--- src/rtl/rs232_tx_sched.sv ---
// rs232_tx_sched: round-robin scheduler sharing one rs232 byte transmitter among N_REQ requesters
module rs232_tx_sched #(
  parameter int N_REQ    = 4,
  parameter int DATA_W   = 8,
  parameter int GAP_CYC  = 16,
  parameter int HOLD_TMO = 100000
) (
  input  logic                    clk_ref,
  input  logic                    rst_n,
  input  logic [N_REQ-1:0]        i_req_vld,
  input  logic [N_REQ*DATA_W-1:0] i_req_dat,
  input  logic [N_REQ-1:0]        i_req_last,
  output logic [N_REQ-1:0]        o_req_rdy,
  output logic [N_REQ-1:0]        o_grant,
  output logic                    o_tx_start,
  output logic [DATA_W-1:0]       o_tx_dat,
  input  logic                    i_tx_busy,
  input  logic                    i_tx_done,
  output logic                    o_busy,
  output logic                    o_abort
);
  localparam int IW = $clog2(N_REQ);
  localparam int GW = GAP_CYC > 0 ? $clog2(GAP_CYC + 1) : 1;
  localparam int HW = HOLD_TMO > 0 ? $clog2(HOLD_TMO + 1) : 1;
  localparam logic [GW-1:0] GAP_END = GW'(GAP_CYC > 0 ? GAP_CYC - 1 : 0);
  localparam logic [HW-1:0] HOLD_END = HW'(HOLD_TMO > 0 ? HOLD_TMO - 1 : 0);

  typedef enum logic [1:0] {IDLE, XFER, WAIT, GAP} state_t;

  state_t          state;
  logic [IW-1:0]   ptr, g, sel, ptr_nxt;
  logic [GW-1:0]   gap_cnt;
  logic [HW-1:0]   hold_cnt;
  logic            last_r, hs, tmo, fin;

  assign hs        = state == XFER && i_req_vld[g] && !i_tx_busy;
  assign tmo       = HOLD_TMO > 0 && state == XFER && !hs && hold_cnt == HOLD_END;
  assign fin       = tmo || (state == WAIT && i_tx_done && last_r);
  assign ptr_nxt   = (g == IW'(N_REQ - 1)) ? '0 : g + 1'b1;
  assign o_req_rdy = o_grant & {N_REQ{hs}};
  assign o_busy    = state != IDLE;

  // first valid requester at or above the pointer, wrapping; lowest offset wins
  always_comb begin
    sel = ptr;
    for (int i = N_REQ - 1; i >= 0; i--)
      sel = i_req_vld[(int'(ptr) + i) % N_REQ] ? IW'((int'(ptr) + i) % N_REQ) : sel;
  end

  // arbitration, byte launch, frame wait and inter-packet gap; packet end or timeout releases the grant
  always_ff @(posedge clk_ref or negedge rst_n) begin
    if (!rst_n) begin
      state      <= IDLE;
      ptr        <= '0;
      g          <= '0;
      o_grant    <= '0;
      o_tx_start <= 1'b0;
      o_tx_dat   <= '0;
      o_abort    <= 1'b0;
      last_r     <= 1'b0;
      gap_cnt    <= '0;
      hold_cnt   <= '0;
    end else begin
      o_tx_start <= 1'b0;
      o_abort    <= tmo;
      if (fin) begin
        o_grant <= '0;
        ptr     <= ptr_nxt;
        gap_cnt <= '0;
        state   <= GAP_CYC > 0 ? GAP : IDLE;
      end else begin
        case (state)
          IDLE: if (|i_req_vld) begin
            g        <= sel;
            o_grant  <= N_REQ'(1) << sel;
            hold_cnt <= '0;
            state    <= XFER;
          end
          XFER: if (hs) begin
            o_tx_dat   <= i_req_dat[g*DATA_W +: DATA_W];
            last_r     <= i_req_last[g];
            o_tx_start <= 1'b1;
            state      <= WAIT;
          end else begin
            hold_cnt <= &hold_cnt ? hold_cnt : hold_cnt + 1'b1;
          end
          WAIT: if (i_tx_done) begin
            hold_cnt <= '0;
            state    <= XFER;
          end
          GAP: begin
            gap_cnt <= &gap_cnt ? gap_cnt : gap_cnt + 1'b1;
            if (gap_cnt == GAP_END) state <= IDLE;
          end
        endcase
      end
    end
  end
endmodule

--- config.mk ---
export PLATFORM = sky130hd
export DESIGN_NAME = rs232_tx_sched
export DESIGN_NICKNAME = d
export VERILOG_FILES = /design/src/rtl/rs232_tx_sched.sv
export SDC_FILE = /design/constraint.sdc
export NUM_CORES = 1
export LEC_CHECK = 0
export ABC_AREA = 1
export CORE_MARGIN = 4
export CORE_UTILIZATION = 25
export CTS_CLUSTER_DIAMETER = 150
export DETAILED_ROUTE_END_ITERATION = 8
export PLACE_DENSITY = 0.42
export RECOVER_POWER = 25
export SYNTH_ARGS = -nofsm -noshare
export SYNTH_HDL_FRONTEND = slang
export SYNTH_SLANG_ARGS = --single-unit
export TNS_END_PERCENT = 5
--- constraint.sdc ---
create_clock -name clk_ref -period 2.3 [get_ports clk_ref]
set_input_delay 0.46 -clock clk_ref [delete_from_list [all_inputs] [get_ports clk_ref]]
set_output_delay 0.46 -clock clk_ref [all_outputs]
set_load 0.02 [all_outputs]
==> run_results.csv <==
group,metric,value,unit
setup_path,crit_end,"o_busy",
synthesis,synth_fp_nets,460,
global_route,grt_max_degree,21,
setup_path,worstSetupStartpoint,"state[0]",
placed_design,pre_cts_ws,-0.113,ns
timing,fmax,464,MHz
setup_path,reg2reg_slack,0.24,ns
power,power_frac_seq,27.9,%
die,ios,63,
die,core,11100,sq um
routing,drc,0,
setup_path,r2r-start,"hold_cnt[0]",
layout,seq_area,1080,sq um
clock_tree,root_buffer,"clkbuf_16",
timing,tns,0,ns
min_path,hold_path_class,"input port to asynchronous set/reset pin",
routing,drt_pass1_iterations,4,
clock_tree,cts.sinks,43,
timing,slew-limit-headroom,20.8,%
synthesis,synthCells,410,
setup_path,cp_max_fo,5,
die,rows,38,
synthesis,synth_commonest_cells,"129 x nand2_1, 46 x nor2_1, 43 x dfrtp_1, 39 x inv_1, 36 x nand3_1",
timing,slew_violations,0,
timing,fin_crit_sh,93.6,%
clock_tree,clkTransAtPathRegs,0.06,ns
power,power.internal,2.32,mW
synthesis,synth_top_area_cell,"dfrtp_1",
outcome,status,"completed",
setup_path,worst-endpoint-arrival,1.69,ns
synthesis,seq_area_frac_synth,37.3,%
global_route,grt-ovfl-total,0,
layout,layout.nets,550,
die,die_w,115,um
timing,setup_viol,0,
placed_design,place_hpwl,6600,um
synthesis,synth_edf_count,0,
global_route,first_global_vias,2948,
layout,drive_above_1_share,13.0,%
synthesis,ys.flop_type,"dfrtp_1",
timing,finalWorstSetupSlack,0.147,ns
setup_path,cp_slowest_stage_delay,0.54,ns
die,die_h,115,um
setup_path,cp.required,1.84,ns
routing,antenna_left,0,
power,leakagePower,1.91,nW
synthesis,avgSynthCellArea,7.04,sq um
clock_tree,clock_latency,0.28,ns
clock_tree,cts_tree,"yes",
routing,wl,8360,um
die,dieArea,13300,sq um
setup_path,r2r-end,"hold_cnt[5]",
routing,num_vias,2853,
power,swShare,44.4,%
die,start_util,26.1,%
synthesis,ys_ff_latch,43,
synthesis,yosys.cell_types.count,31,
global_route,grt_usage,13.6,%
layout,nFillCells,1185,
setup_path,cp-start-kind,"register",
clock_tree,htree_num_levels,2,
setup_path,cp-end-kind,"output port",
job,maxCapViolations,0,
global_route,grt_pass1_wl,14700,um
power,switching_power,1.85,mW
synthesis,async_reset_ff_share,100,%
timing,worst_hold_slack,0.402,ns
timing,hold_viol,0,
power,power_frac_comb,55.2,%
timing,min_period,2.15,ns
routing,drt_iter0_drc,101,
routing,routed_via_density,4.45,
synthesis,ys_warn_count,0,
synthesis,synthesis.area,2890,sq um
timing,rsz0062_at_grt,"false",
synthesis,synth_top_area_share,37.3,%
setup_path,reg2reg_depth,13,
clock_tree,cts_buffers,5,
timing,clock_skew,0.00594,ns
layout,multi_input_area,1580,sq um
global_route,antenna_found_initial,0,
power,ir_worst_vdd,441,uV
placed_design,place.gp.congestion,0.848,
placed_design,port_buffers,62,
power,p_clk_share,16.9,%
synthesis,synthTopCellsByArea,"dfrtp_1 37%, nand2_1 17%, nand3_1 6.2%",
routing,wl_per_cell,13.0,um
synthesis,yosysMostFrequentCell,"nand2_1",
setup_path,critPathSlowestCell,"clkdlybuf4s50_1",
setup_path,criticalPathCategory,"register to output port",
clock_tree,clk_path_buf_depth,2,
timing,worstMarginPinSlew,1.19,ns
power,powerDensity,1030,nW/um^2
layout,area_growth,39.6,%
layout,n_antenna_cell,0,
setup_path,cp_cell_sequence,"buf_4 -> nor2_1 -> inv_1 -> clkdlybuf4s50_1",
-- timing repair --
item | in CTS | in global routing
hold buffers | 0 | 0
gates resized for setup | 4 | 1
buffers inserted | 0 | 0
endpoints found under the setup margin | 4 | 16
-- how the worst min path moves through the flow --
stage	start	end	depth (start not counted)
finish	rst_n	hold_cnt[6]	1
floorplan	rst_n	g[0]	0
detailed placement	rst_n	o_abort	1
global placement	rst_n	o_abort	1
CTS	rst_n	o_abort	1
global route	o_tx_dat[5]	o_tx_dat[5]	2
-- worst max-delay path: cells and delay by family (launching register included) --
kind / cells / cell delay [ns]
buffers and inverters: 3 / 0.76
DFF: 1 / 0.39
and+or+nand+nor: 1 / 0.26
-- metrics by stage --
stage | cells | utilization (%) | cell area [sq um] | total power, mW
2_1_floorplan | 410 | - | 2890 | 2.61
5_1_grt | 641 | 36.4 | 4030 | 4.58
3_3_place_gp | 633 | 35.1 | 3890 | 3.50
3_5_place_dp | 633 | 35.1 | 3890 | 3.51
4_1_cts | 641 | 36.4 | 4030 | 4.22
6_report | 641 | 36.4 | 4030 | 4.16
-- final cells by class --
class	count	share of cell area (%)
multi-input cells	311	39.3
repair buffers	97	22.2
clock buffers	6	3.20
clock inverters	2	0.311
well taps	140	4.35
flip-flops and latches	43	26.7
inverters	42	3.98
-- cell families after synthesis --
group	after synthesis	synth area share, %
adders and majority gates	6	2.60
AOI/OAI and AO/OA	47	9.88
buffers and inverters	56	8.11
xor gates and xnor gates	14	4.25
and+or+nand+nor	244	37.9
DFF	43	37.3
-- flip-flops by register name, indices dropped and copies added, names as in the netlist --
signal / count
g: 2
gap_cnt: 5
hold_cnt: 17
last_r: 1
o_abort: 1
o_grant: 4
o_tx_dat: 8
o_tx_start: 1
ptr: 2
state: 2
-- layout by cell type (no fill, tap or decap), types with 2 or more instances in the layout --
master	Yosys	routed
nor3_1	8	8
nand2_1	129	129
clkdlybuf4s50_1	0	57
dfrtp_1	43	43
o22ai_1	9	9
dlygate4sd2_1	0	4
o21ai_2	9	9
o21a_1	2	2
or2_2	4	4
inv_1	39	39
ha_1	6	6
buf_4	1	32
nand4_1	10	10
buf_12	0	2
nand3_1	36	36
clkbuf_1	9	3
nor2_1	46	46
nor2_4	3	3
xor2_1	13	13
o21ai_0	26	26
nor2_8	2	2
clkbuf_16	0	5
-- metal layers --
layer / global-route usage, % / vias up / wire length, um
met4: 3.13 / 0 / 104
met2: 21.8 / 62 / 3700
met5: 0 / - / 0
met3: 3.86 / 8 / 442
li1: - / 1497 / -
met1: 18.3 / 1286 / 4120
-- power groups by stage --
stage | sequential, mW | clock, mW | combinational, mW
final | 1.16 | 0.703 | 2.30
after global routing | 1.20 | 0.760 | 2.62
after CTS | 1.16 | 0.723 | 2.34
after detailed placement | 1.17 | 0 | 2.34
after global placement | 1.17 | 0 | 2.33
after floorplan | 1.24 | 0 | 1.37
Note: power is estimated with default switching activity, not from simulation.
